`src/rtl/load_store_unit_pkg.sv`:
```
// Shared definitions for the load/store unit: FSM state encoding, default
// memory timeout, RV32I funct3 width/sign codes for loads and stores, and the
// alignment rule shared by loads and stores.
package load_store_unit_pkg;

  typedef enum logic [1:0] {
    LSU_ST_IDLE = 2'd0,
    LSU_ST_MEM  = 2'd1,
    LSU_ST_DONE = 2'd2
  } lsu_state_t;

  localparam int unsigned LSU_TIMEOUT_DEFAULT = 16;

  // Load funct3 codes
  localparam logic [2:0] F3_LB  = 3'b000;
  localparam logic [2:0] F3_LH  = 3'b001;
  localparam logic [2:0] F3_LW  = 3'b010;
  localparam logic [2:0] F3_LBU = 3'b100;
  localparam logic [2:0] F3_LHU = 3'b101;

  // Store funct3 codes
  localparam logic [2:0] F3_SB  = 3'b000;
  localparam logic [2:0] F3_SH  = 3'b001;
  localparam logic [2:0] F3_SW  = 3'b010;

  // funct3[1:0] carries the access size for both loads and stores:
  // 00 byte (never misaligned), 01 half (addr[0] must be 0), 10 word.
  function automatic logic lsu_misaligned(input logic [2:0] f3,
                                          input logic [1:0] addr_lo);
    case (f3[1:0])
      2'b01:   return addr_lo[0];
      2'b10:   return addr_lo != 2'b00;
      default: return 1'b0;
    endcase
  endfunction

endpackage

```
`src/rtl/lsu_load_align.sv`:
```
// Combinational load data aligner.
// Selects the byte or halfword lane addressed by addr_lo from the memory
// read word and sign- or zero-extends it according to funct3.
// Ports:
//   funct3  - load width/sign code
//   addr_lo - low two bits of the effective address
//   rdata   - raw word returned by the data memory
//   data    - aligned and extended load value
module lsu_load_align
  import load_store_unit_pkg::*;
#(
  parameter int unsigned DATA_WIDTH = 32
) (
  input  logic [2:0]            funct3,
  input  logic [1:0]            addr_lo,
  input  logic [DATA_WIDTH-1:0] rdata,
  output logic [DATA_WIDTH-1:0] data
);

  logic [7:0]  lane_b;
  logic [15:0] lane_h;

  always_comb begin
    // Halfword lanes ignore addr_lo[0]; misaligned halves never reach here.
    lane_b = 8'(rdata >> {addr_lo, 3'b000});
    lane_h = 16'(rdata >> {addr_lo[1], 4'b0000});
    case (funct3)
      F3_LB:   data = {{(DATA_WIDTH-8){lane_b[7]}}, lane_b};
      F3_LBU:  data = {{(DATA_WIDTH-8){1'b0}}, lane_b};
      F3_LH:   data = {{(DATA_WIDTH-16){lane_h[15]}}, lane_h};
      F3_LHU:  data = {{(DATA_WIDTH-16){1'b0}}, lane_h};
      F3_LW:   data = rdata;
      default: data = rdata;
    endcase
  end

endmodule

```
`src/rtl/load_store_unit.sv`:
```
// Memory stage following the ALU. Non-memory ops pass alu_result straight to
// writeback; loads and stores are issued to data memory over a req/ready
// handshake with a bounded wait. Every accepted op produces exactly one
// writeback beat, flagged when the access was misaligned or timed out.
// Ports:
//   clk, rst                 - clock, asynchronous active-high reset
//   in_valid/in_ready        - op handshake (in_ready only in IDLE)
//   is_load, is_store        - op class
//   funct3                   - access width/sign
//   alu_result               - address for ld/st, result otherwise
//   store_data, rd_in        - store source value, destination register
//   mem_req/we/addr/wdata/wstrb, mem_ready, mem_rdata - data memory port
//   wb_valid, wb_rd, wb_data - one-cycle writeback beat
//   misaligned, access_fault - status pulses accompanying wb_valid
module load_store_unit
  import load_store_unit_pkg::*;
#(
  parameter int unsigned DATA_WIDTH     = 32,
  parameter int unsigned TIMEOUT_CYCLES = LSU_TIMEOUT_DEFAULT
) (
  input  logic                    clk,
  input  logic                    rst,
  input  logic                    in_valid,
  output logic                    in_ready,
  input  logic                    is_load,
  input  logic                    is_store,
  input  logic [2:0]              funct3,
  input  logic [DATA_WIDTH-1:0]   alu_result,
  input  logic [DATA_WIDTH-1:0]   store_data,
  input  logic [4:0]              rd_in,
  output logic                    mem_req,
  output logic                    mem_we,
  output logic [DATA_WIDTH-1:0]   mem_addr,
  output logic [DATA_WIDTH-1:0]   mem_wdata,
  output logic [DATA_WIDTH/8-1:0] mem_wstrb,
  input  logic                    mem_ready,
  input  logic [DATA_WIDTH-1:0]   mem_rdata,
  output logic                    wb_valid,
  output logic [4:0]              wb_rd,
  output logic [DATA_WIDTH-1:0]   wb_data,
  output logic                    misaligned,
  output logic                    access_fault
);

  localparam int unsigned STRB_W = DATA_WIDTH / 8;
  localparam int unsigned CNT_W  = $clog2(TIMEOUT_CYCLES + 1);

  lsu_state_t            state;
  logic [CNT_W-1:0]      wait_cnt;
  logic [2:0]            op_funct3;
  logic [1:0]            op_addr_lo;
  logic [4:0]            op_rd;

  logic                  is_mem_op;
  logic                  bad_align;
  logic [STRB_W-1:0]     store_strb;
  logic [DATA_WIDTH-1:0] store_lanes;
  logic [DATA_WIDTH-1:0] load_value;

  always_comb begin
    is_mem_op = is_load | is_store;
    bad_align = lsu_misaligned(funct3, alu_result[1:0]);
  end

  // Byte/half store data is replicated into every lane so the memory only
  // has to honour the strobes.
  always_comb begin
    store_strb  = '1;
    store_lanes = store_data;
    case (funct3)
      F3_SB: begin
        store_strb  = STRB_W'(1) << alu_result[1:0];
        store_lanes = {STRB_W{store_data[7:0]}};
      end
      F3_SH: begin
        store_strb  = STRB_W'(3) << alu_result[1:0];
        store_lanes = {(DATA_WIDTH/16){store_data[15:0]}};
      end
      F3_SW: begin
        store_strb  = '1;
        store_lanes = store_data;
      end
      default: ;
    endcase
  end

  lsu_load_align #(
    .DATA_WIDTH(DATA_WIDTH)
  ) u_load_align (
    .funct3  (op_funct3),
    .addr_lo (op_addr_lo),
    .rdata   (mem_rdata),
    .data    (load_value)
  );

  always_ff @(posedge clk or posedge rst) begin
    if (rst) begin
      state        <= LSU_ST_IDLE;
      wait_cnt     <= '0;
      in_ready     <= 1'b1;
      mem_req      <= 1'b0;
      mem_we       <= 1'b0;
      mem_addr     <= '0;
      mem_wdata    <= '0;
      mem_wstrb    <= '0;
      wb_valid     <= 1'b0;
      wb_rd        <= '0;
      wb_data      <= '0;
      misaligned   <= 1'b0;
      access_fault <= 1'b0;
      op_funct3    <= '0;
      op_addr_lo   <= '0;
      op_rd        <= '0;
    end else begin
      case (state)
        LSU_ST_IDLE: begin
          // in_ready is registered high throughout IDLE, so in_valid alone
          // marks acceptance here; mem_ready arriving now is ignored.
          if (in_valid) begin
            in_ready   <= 1'b0;
            op_funct3  <= funct3;
            op_addr_lo <= alu_result[1:0];
            op_rd      <= rd_in;
            if (!is_mem_op) begin
              state    <= LSU_ST_DONE;
              wb_valid <= 1'b1;
              wb_rd    <= rd_in;
              wb_data  <= alu_result;
            end else if (bad_align) begin
              state      <= LSU_ST_DONE;
              wb_valid   <= 1'b1;
              wb_rd      <= '0;
              wb_data    <= '0;
              misaligned <= 1'b1;
            end else begin
              state     <= LSU_ST_MEM;
              mem_req   <= 1'b1;
              mem_we    <= is_store;
              mem_addr  <= {alu_result[DATA_WIDTH-1:2], 2'b00};
              mem_wdata <= is_store ? store_lanes : '0;
              mem_wstrb <= is_store ? store_strb : '0;
            end
          end
        end

        LSU_ST_MEM: begin
          if (mem_ready) begin
            state     <= LSU_ST_DONE;
            mem_req   <= 1'b0;
            mem_we    <= 1'b0;
            mem_wstrb <= '0;
            wb_valid  <= 1'b1;
            wb_rd     <= mem_we ? '0 : op_rd;
            wb_data   <= mem_we ? '0 : load_value;
          end else if (wait_cnt == CNT_W'(TIMEOUT_CYCLES - 1)) begin
            // This is the TIMEOUT_CYCLES-th cycle spent waiting.
            state        <= LSU_ST_DONE;
            wait_cnt     <= wait_cnt + 1'b1;
            mem_req      <= 1'b0;
            mem_we       <= 1'b0;
            mem_wstrb    <= '0;
            wb_valid     <= 1'b1;
            wb_rd        <= '0;
            wb_data      <= '0;
            access_fault <= 1'b1;
          end else begin
            wait_cnt <= wait_cnt + 1'b1;
          end
        end

        LSU_ST_DONE: begin
          state        <= LSU_ST_IDLE;
          in_ready     <= 1'b1;
          wait_cnt     <= '0;
          wb_valid     <= 1'b0;
          wb_rd        <= '0;
          misaligned   <= 1'b0;
          access_fault <= 1'b0;
        end

        default: begin
          state    <= LSU_ST_IDLE;
          in_ready <= 1'b1;
        end
      endcase
    end
  end

endmodule
```
`config.mk`:
```
export PLATFORM = sky130hd
export DESIGN_NAME = load_store_unit
export DESIGN_NICKNAME = d
export VERILOG_FILES = /design/src/rtl/load_store_unit_pkg.sv /design/src/rtl/lsu_load_align.sv /design/src/rtl/load_store_unit.sv
export SDC_FILE = /design/constraint.sdc
export NUM_CORES = 1
export LEC_CHECK = 0
export ABC_AREA = 1
export CORE_AREA = 10 10 134 136
export CTS_CLUSTER_DIAMETER = 200
export DETAILED_ROUTE_END_ITERATION = 6
export DIE_AREA = 0 0 144 146
export PLACE_DENSITY = 0.81
export SLEW_MARGIN = 40
export SYNTH_ARGS = -nofsm -noshare
export SYNTH_HDL_FRONTEND = slang
export SYNTH_HIERARCHICAL = 1
export SYNTH_SLANG_ARGS = --single-unit
```
`constraint.sdc`:
```
create_clock -name clk -period 5.5 [get_ports clk]
set_clock_uncertainty 0.1 [all_clocks]
set_input_delay 0.825 -clock clk [delete_from_list [all_inputs] [get_ports clk]]
set_output_delay 0.825 -clock clk [all_outputs]
set_load 0.01 [all_outputs]
```
After elaboration in Yosys (flattened, before gate mapping)
Index checks and enable logic that the tools add are counted.

Input port bits: 110. Flip-flop bits (word level): 126. Output and inout bits: 111. Word-level logic and storage cells: 116.

Equality and inequality tests: 17. Reductions and logical operators: 18. Shift operators: 4. Mux-type cells: 57. Bitwise gates (word level): 3. Add/sub/neg operators: 1.

Operator list (count): $mux W32 (7); $pmux W32 S2 (2); $pmux W32 S4 (1); $mux W5 (7); $shr A32 B5 Y16 (1); $shr A32 B5 Y8 (1); $mux W4 (6); $mux W1 (17); $pmux W4 S2 (2); $reduce_and A4 Y1 (4); $pmux W5 S3 (1); $ne A2 B2 Y1 const B (6); $pmux W1 S2 (6); $mux W2 (5); $pmux W5 S2 (1); $reduce_and A2 Y1 (4); $reduce_bool A2 Y1 (4); $eq A3 B1 Y1 const B (2); $eq A3 B3 Y1 const B (2); $logic_not A3 Y1 (2); $ne A3 B3 Y1 const B (2); $add A5 B1 Y5 const B (1); $eq A5 B4 Y1 const B (1); $reduce_and A5 Y1 (1); 11 further kinds (14).

Logic depth before layout (Yosys ltp)
Word-level depth: 7. Mapped depth: 11. Depth with buffers taken out: 10.

Modules after synthesis
The synthesis kept the hierarchy.

By module, submodules not included: load_store_unit (cells an instance 805, instances 1, area each 6348.6 um2, seq. area each 3154.3 um2); lsu_load_align (cells an instance 169, instances 1, area each 872.1 um2, seq. area each 0.0 um2).

Least setup slack after synthesis
OpenSTA, ideal clock, no wires.

Path kind: input -> register. From: input funct3[0]. To: register mem_addr[10]. Buffers on the path: 2. Setup time: 0.130 ns. Stages: 10. Required time: 5.270 ns. Arrival time: 1.828 ns. Path slack: 3.442 ns. Cell sequence: inv_1 -> ha_1 -> inv_1 -> nor2_4 -> nand2_4 -> nand3_4 -> buf_6 -> buf_6 -> nand2_1 -> o21ai_0.

Cells in the longest elaborated chain, start to end: 4. Elaborated cells between the ends (all ways): 5. Classes of those cells: eq/ne: 2; mux: 1; bitwise: 1; reduce/logical: 1.

RTL lines: start: declaration (RTL line load_store_unit.sv:27) `input logic [2:0] funct3,`; $eq A2 B2 Y1 / $eq A2 B1 Y1 (equally long branches) (RTL line load_store_unit_pkg.sv:30) `case (f3[1:0])`; $pmux W1 S2 * (RTL line load_store_unit_pkg.sv:30); $not A1 Y1 (no line) *; $reduce_and A4 Y1 (no line) *; end signal: assignment (RTL line load_store_unit.sv:139) `mem_addr <= {alu_result[DATA_WIDTH-1:2], 2'b00};`; end: declaration (RTL line load_store_unit.sv:33) `output logic [DATA_WIDTH-1:0] mem_addr,`.

Every way passes the cells marked *; elsewhere a longest branch is shown, timed or not. A chain may end at the register's enable or synchronous reset.

Final worst setup path
From: input is_store. To: register wb_data[8].

Cells in the longest elaborated chain, start to end: 4. Elaborated cells between the ends (all ways): 6. Classes of those cells: eq/ne: 1; mux: 3; bitwise: 1; reduce/logical: 1.

RTL lines: start: declaration (RTL line load_store_unit.sv:26) `input logic is_store,`; $or A1 B1 Y1 * (RTL line load_store_unit.sv:61) `is_mem_op = is_load | is_store;`; $mux W32 (RTL line load_store_unit.sv:124) `if (!is_mem_op) begin`; $mux W32 (RTL line load_store_unit.sv:119) `if (in_valid) begin`; $pmux W32 S2 (RTL line load_store_unit.sv:115) `case (state)`; end signal: assignment (RTL line load_store_unit.sv:128) `wb_data <= alu_result;`; end signal: assignment (RTL line load_store_unit.sv:154) `wb_data <= mem_we ? '0 : load_value;`; end: declaration (RTL line load_store_unit.sv:40) `output logic [DATA_WIDTH-1:0] wb_data,`.

Every way passes the cells marked *; elsewhere a longest branch is shown, timed or not. The select of a mux whose other input is x is not followed.

==> results summary <==
The vertical die dimension came out at 146 µm. The most instantiated flip-flop cell in the synthesis netlist is sky130_fd_sc_hd__dfrtp_1. The largest total area in the synthesized netlist belongs to sky130_fd_sc_hd__dfrtp_1. The clock-pin slew of the registers on the worst-case setup and hold paths came out at 0.05 ns. The net switching share of the total power is 0.402.

The number of sinks driven by the clock tree is roughly 130. The summed negative setup slack over all endpoints came out at 0 ns. The worst register-to-register path ends at wb_data[8]. The count of fill cells added during filler insertion came out at 1,335.

The synthesized design contains 0 enable-type register cells. The total chip power came out at ~0.0053 W. The area after detailed placement is 0.00933 mm².

The first element of the critical path is is_store. The maximum fanout encountered on the critical timing path is 45. The min-delay analysis places its worst path in the category flip-flop to flip-flop. The count of input and output buffers came out at roughly 220. The kind of launch point of the worst setup path is an input pin. The total routing resource utilization after global routing is 0.224. The first routing iteration left 680 violations. Summing over every cut layer, the via total after detailed routing is between 7,000 and 8,000. The register-to-register setup slack came out at 2.76 ns. The flow ran to the end, and the final reports show no timing, DRC or antenna violations.

The share of layout cells above drive strength 1 came out at 0.0769. The area of the core came out at 0.0155 mm². The final hold violation count is 0. Measured along the x axis, the die boundary spans 144 µm. At the pin with the least slew margin, the transition time is a little under 0.8 ns.

The number of maximum-capacitance violations came out at 0. The count of pins on the block boundary came out at 221. The critical path's largest stage delay came out at 0.77 ns. The required time of the critical path is about 5.8 ns. After synthesis, the netlist uses 33 different library cells.

The congestion estimate from routability-driven global placement came to approximately 0.96. In this run the worst setup path terminates at wb_data[8]. The non-filler instance count after layout came out at 1,363.

The via count of the first global-routing pass is 6,873. The design internal power is approximately 0.0032 W. The number of buffers and inverters on the critical path came out at 4. Counting cells, the worst reg-to-reg path comes to 6. The relative max-transition margin is 0.469. Post-CTS repair changed the size of 0 cells. The part of the total power dissipated in sequential elements came out at 0.312. In the final routed layout, each cell accounts on average for about 18 µm. Compared with the post-synthesis result, the final layout area differs by 37.2%. The effective utilization at floorplan is 0.466. The detailed placement HPWL came out at 17,700 µm. The largest net degree at the start of global routing is 78.

The insertion delay of the later-clocked pin in the worst-skew pair came out at ~0.42 ns. The arrival time of the worst setup path is roughly 3.7 ns. The net count reported at finish came out at 1,278. STA classifies the critical path endpoint as a flip-flop. The number of cells on the critical path is 9. The number of antenna diodes in the final layout is 0.

The first global-routing pass estimated ~37,000 µm of wire. For this block, the routed nets add up to 23,900 µm of wire. The part of the cycle the worst path needs is 0.633. The startpoint identified for the worst register-to-register timing path is state[0]. The number of pins with negative max-slew slack in the final report is 0. The fraction of power consumed by the clock network is 0.210.

The total global routing overflow is 0. The via density per instance is 5.24. Once placement completed, the tool counted placed cells totaling approximately 1,300. The post-synthesis async set-or-reset flop share came out at 1.00.

Counting flops and latches in the post-synthesis netlist gives ~130. The part of the total power dissipated in combinational logic came out at 0.478. The number of buffers created by CTS came out at 17. The dominant cell by count in the synthesized netlist is sky130_fd_sc_hd__nand2_1.

The number of antenna violations at the first check in global routing came to 0. The cell count after synthesis came out at around 970. TritonCTS built the clock tree. The number of H-tree levels came out at 4. The power spent charging and discharging nets came out at 0.00213 W. The worst-case vdd ir drop came out at 0.298 mV. The mean post-synth cell area is 7.41 µm².

The count of hold-fix buffers inserted at cts came out at 0. After clock tree synthesis, the setup repair step added 0 buffers. Timing would allow up to about 290 MHz. The warning count from the yosys run is 6. The share of the yosys chip area belonging to registers came out at 0.437. Summing all non-filler instances in the final layout gives an area of 0.00990 mm². The kind of cell adding the most delay to the critical path is simple AND/OR/NAND/NOR gates. In the synthesized netlist, the cells that appear most often are 358 x sky130_fd_sc_hd__nand2_1, 125 x sky130_fd_sc_hd__dfrtp_1, 112 x sky130_fd_sc_hd__nand3_1. The clock passes through at most 2 buffers. The fraction of synthesized cell area taken by the top area cell type is 0.433. After synthesis, the cell types taking the most area are sky130_fd_sc_hd__dfrtp_1 43%, sky130_fd_sc_hd__nand2_1 19%, sky130_fd_sc_hd__nand3_1 7.8%, sky130_fd_sc_hd__o21ai_0 4.4%, sky130_fd_sc_hd__inv_1 4.4%. The number of remaining DRC errors is 0.

The setup-violating endpoint count in the final report is 0. The signal on the critical path passes through clkdlybuf4s50_1 -> buf_4 -> nor2_4 -> buf_4 -> inv_2 -> nand3_2 -> nand3_2 -> nand2_1 -> nand2_1. The die covers 0.0210 mm².

Setup repair after global routing left no endpoint under its margin. For this design the static power due to leakage is 4.94 nW. The post-route antenna net violation count came out at 0. The number of placement rows is 46. The master of the slowest instance on the critical path is sky130_fd_sc_hd__nand3_2.

The synthesized netlist occupies a cell area of between 0.007 and 0.008 mm². The number of detailed-routing iterations run before antenna repair came out at 5. The power density normalized to cell area is 535 mW/mm². The CTS root buffer is sky130_fd_sc_hd__clkbuf_16. The kind of critical path is input pin to flip-flop. The post-route minimum period came out at 3.48 ns.
worst min-delay path by stage:
| stage | from | end | slack (ns) | depth (start not counted) |
|---|---|---|---|---|
| floorplan | op_rd[0] | op_rd[0] | 0.35 | 2 |
| global placement | wb_data[0] | wb_data[0] | 0.36 | 2 |
| detailed placement | wb_data[13] | wb_data[13] | 0.36 | 2 |
| CTS | wb_data[13] | wb_data[13] | 0.37 | 2 |
| global route | wb_data[13] | wb_data[13] | 0.39 | 2 |
| finish | wb_data[20] | wb_data[20] | 0.37 | 2 |
layout by cell type (no fill, tap or decap), drive strengths merged, types with 2 or more instances in the layout:
cell             n
o22ai            2
inv             88
nand4           39
buf              8
or2             19
clkinvlp         2
nand2          361
bufinv           2
clkinv           2
clkbuf          24
ha               8
dfrtp          125
a21oi            3
nor2            30
nor3             5
conb             2
clkdlybuf4s50  218
o211ai           2
nand3          137
o21ai           91
power by group through the flow:
stage / combinational, W / clock [W] / sequential, W
2_1_floorplan: 0.00134 / 0 / 0.00175
3_3_place_gp: 0.00249 / 0 / 0.00164
3_5_place_dp: 0.00254 / 0 / 0.00165
4_1_cts: 0.00255 / 0.00113 / 0.00165
5_1_grt: 0.00280 / 0.00117 / 0.00171
6_report: 0.00253 / 0.00111 / 0.00165
layout make-up:
type	instances	area (µm²)	area share
Sequential cell	126	3160	0.319
Tap cell	192	240	0.0243
Clock buffer	24	492	0.0497
Timing Repair Buffer	226	2240	0.226
Inverter	88	333	0.0336
Multi-Input combinational cell	701	3360	0.339
Clock inverter	6	85.1	0.00859
through the flow:
step / util / hold slack, ns / setup WS, ns
2_1_floorplan: - / 0.349 / 1.22
3_3_place_gp: 0.602 / 0.357 / 1.69
3_5_place_dp: 0.602 / 0.362 / 1.63
4_1_cts: 0.640 / 0.375 / 2.05
5_1_grt: 0.640 / 0.390 / 1.76
6_report: 0.640 / 0.371 / 2.02
tightest hold or removal path, stage by stage (launching register included):
cell                      delay [ns]
sky130_fd_sc_hd__dfrtp_1        0.34
sky130_fd_sc_hd__nand2_1        0.05
sky130_fd_sc_hd__nand2_1        0.05
kinds of logic (layout without fill, tap and decap cells):
family,after synthesis,in the layout,synth area share
muxes,1,1,0.00139
buffers and inverters,148,344,0.0993
and+or+nand+nor,592,592,0.379
AOI/OAI and AO/OA,98,98,0.0690
adders and majority gates,8,8,0.0139
DFF,126,126,0.437
other,1,2,0.000519
registers in the layout, indices dropped and copies added, names as in the netlist, 2 cells and up:
signal,flops
mem_wstrb,4
wait_cnt,5
mem_addr,30
wb_data,32
op_rd,5
op_addr_lo,2
mem_wdata,32
wb_rd,5
op_funct3,3
state,2
layer usage:
metal  track usage  part of all wire  vias up
li1              -                 -     3505
met4         0.104             0.035        0
met3        0.0633             0.087       46
met2         0.358              0.47      343
met5             0                 0        -
met1         0.271              0.41     3252
(Power assumes the default switching activity.)
==> variant: new RTL, config.mk and constraints unchanged <==
The 3 states of `lsu_state_t` get a one-hot encoding in 3 bits.
--- a/src/rtl/load_store_unit_pkg.sv
+++ b/src/rtl/load_store_unit_pkg.sv
@@ -5,6 +5,6 @@
 
-  typedef enum logic [1:0] {
-    LSU_ST_IDLE = 2'd0,
-    LSU_ST_MEM  = 2'd1,
-    LSU_ST_DONE = 2'd2
+  typedef enum logic [2:0] {
+    LSU_ST_IDLE = 3'b001,
+    LSU_ST_MEM  = 3'b010,
+    LSU_ST_DONE = 3'b100
   } lsu_state_t;
Formal check against the unedited RTL: same outputs for any inputs over 4 cycles, from zero or initial values and one cycle with rst high; so few cycles prove little.
==> variant against the unedited design <==
Design area is 0.72% lower; sequential cell count increased by 1; total power shrank 8.3%; core utilization is 0.46 points lower; worst hold slack improved by 0.0050 ns; setup slack improved by 0.045 ns; area after synthesis shrank 2.5%; routed wire length decreased by 2.3%; critical path type unchanged; largest cell class unchanged; highest routed layer unchanged.
==> variant: results (changes against the unedited design) <==
share of layout cells above drive strength 1: 0.08540 (+0.008540)
multi-input gates: 736 (+5.0%)
GPL Wtd Cong: 0.9181 (-4.1%)
largest net degree at the start of global routing: 52 (-33%)
multiplexer area fraction after synthesis: 0 (-0.001386)
reg2reg path depth: 11 (+5)
power density cells: 494.4 nW/um2 (-7.6%)
nonclk buf count: 225 (-0.44%)
DP HPWL: 17260 um (-2.7%)
Layout clock area frac: 0.06007 (+0.001822)
ant diodes: 2 (+2)
first-pass GRT wire length: 37120 um (+0.64%)
multi-input gate share of the layout cell area: 0.3444 (+0.005512)
Fin Hold WS: 0.3758 ns (+0.004971 ns)
leakage power: 4.993 nW (+1.1%)
Comb power frac: 0.439 (-0.039)
Worst path slowest cell: inv_2
wire per inst: 17.10 um (-2.5%)
headroom to the max-slew limit: 0.4731 (+0.003613)
# fillers: 1372 (+2.8%)
Tot GR Track Use: 0.2214 (-0.002498)
DR iter-0 viols: 688 (+1.2%)
Reg area: 3182 um2 (+0.83%)
signal buffers share of area: 0.2273 (+0.0008785)
status: finished, final reports clean
Hold Path Sink: wb_data[27]
Critical Path End: mem_addr[5]
worst r2r dst: wb_data[31]
sequential-to-total area share from yosys stat: 0.4518 (+0.01491)
setup ws final: 2.065 ns (+0.04480 ns)
Reg2Reg Launch Point: wait_cnt[1]
Inverters excl. clock: 51 (-42%)
Post-Syn Area: 7041 um2 (-2.5%)
Syn-to-layout area delta: 39.65%
vias in the first global route: 7019 (+2.1%)
fin nets: 1273 (-0.39%)
Worst R2R Setup Slack: 2.54 ns (-0.22 ns)
critical path fanouts, max: 51 (+13%)
DR vias/cell: 5.275 (+0.62%)
Sw Share: 0.3809 (-0.02126)
[variant: cell types whose count changed after synthesis, moves of 6 or more]
cell | unedited run | this run
or2_2 | 9 | 19
o21ai_1 | 27 | 1
buf_6 | 12 | 5
inv_1 | 85 | 44
o21ai_0 | 64 | 52
or2_1 | 10 | 0
clkbuf_1 | 10 | 16
nand4_1 | 39 | 3
nand2_1 | 358 | 407
nand3_1 | 112 | 174
[variant: metal layers]
metal,vias to the layer above,GRT usage,wire length [um],share of wire
li1,3497,-,-,-
met1,3373,0.2692,9357,0.40
met2,302,0.3516,11090,0.47
met3,29,0.08029,2470,0.11
met4,0,0.07814,426,0.018
met5,-,0,0,0
[variant: logic make-up after synthesis]
group / Yosys count
AOI/OAI and AO/OA: 65
adders and majority gates: 5
buffers and inverters: 107
DFF: 127
other: 1
and+or+nand+nor: 664
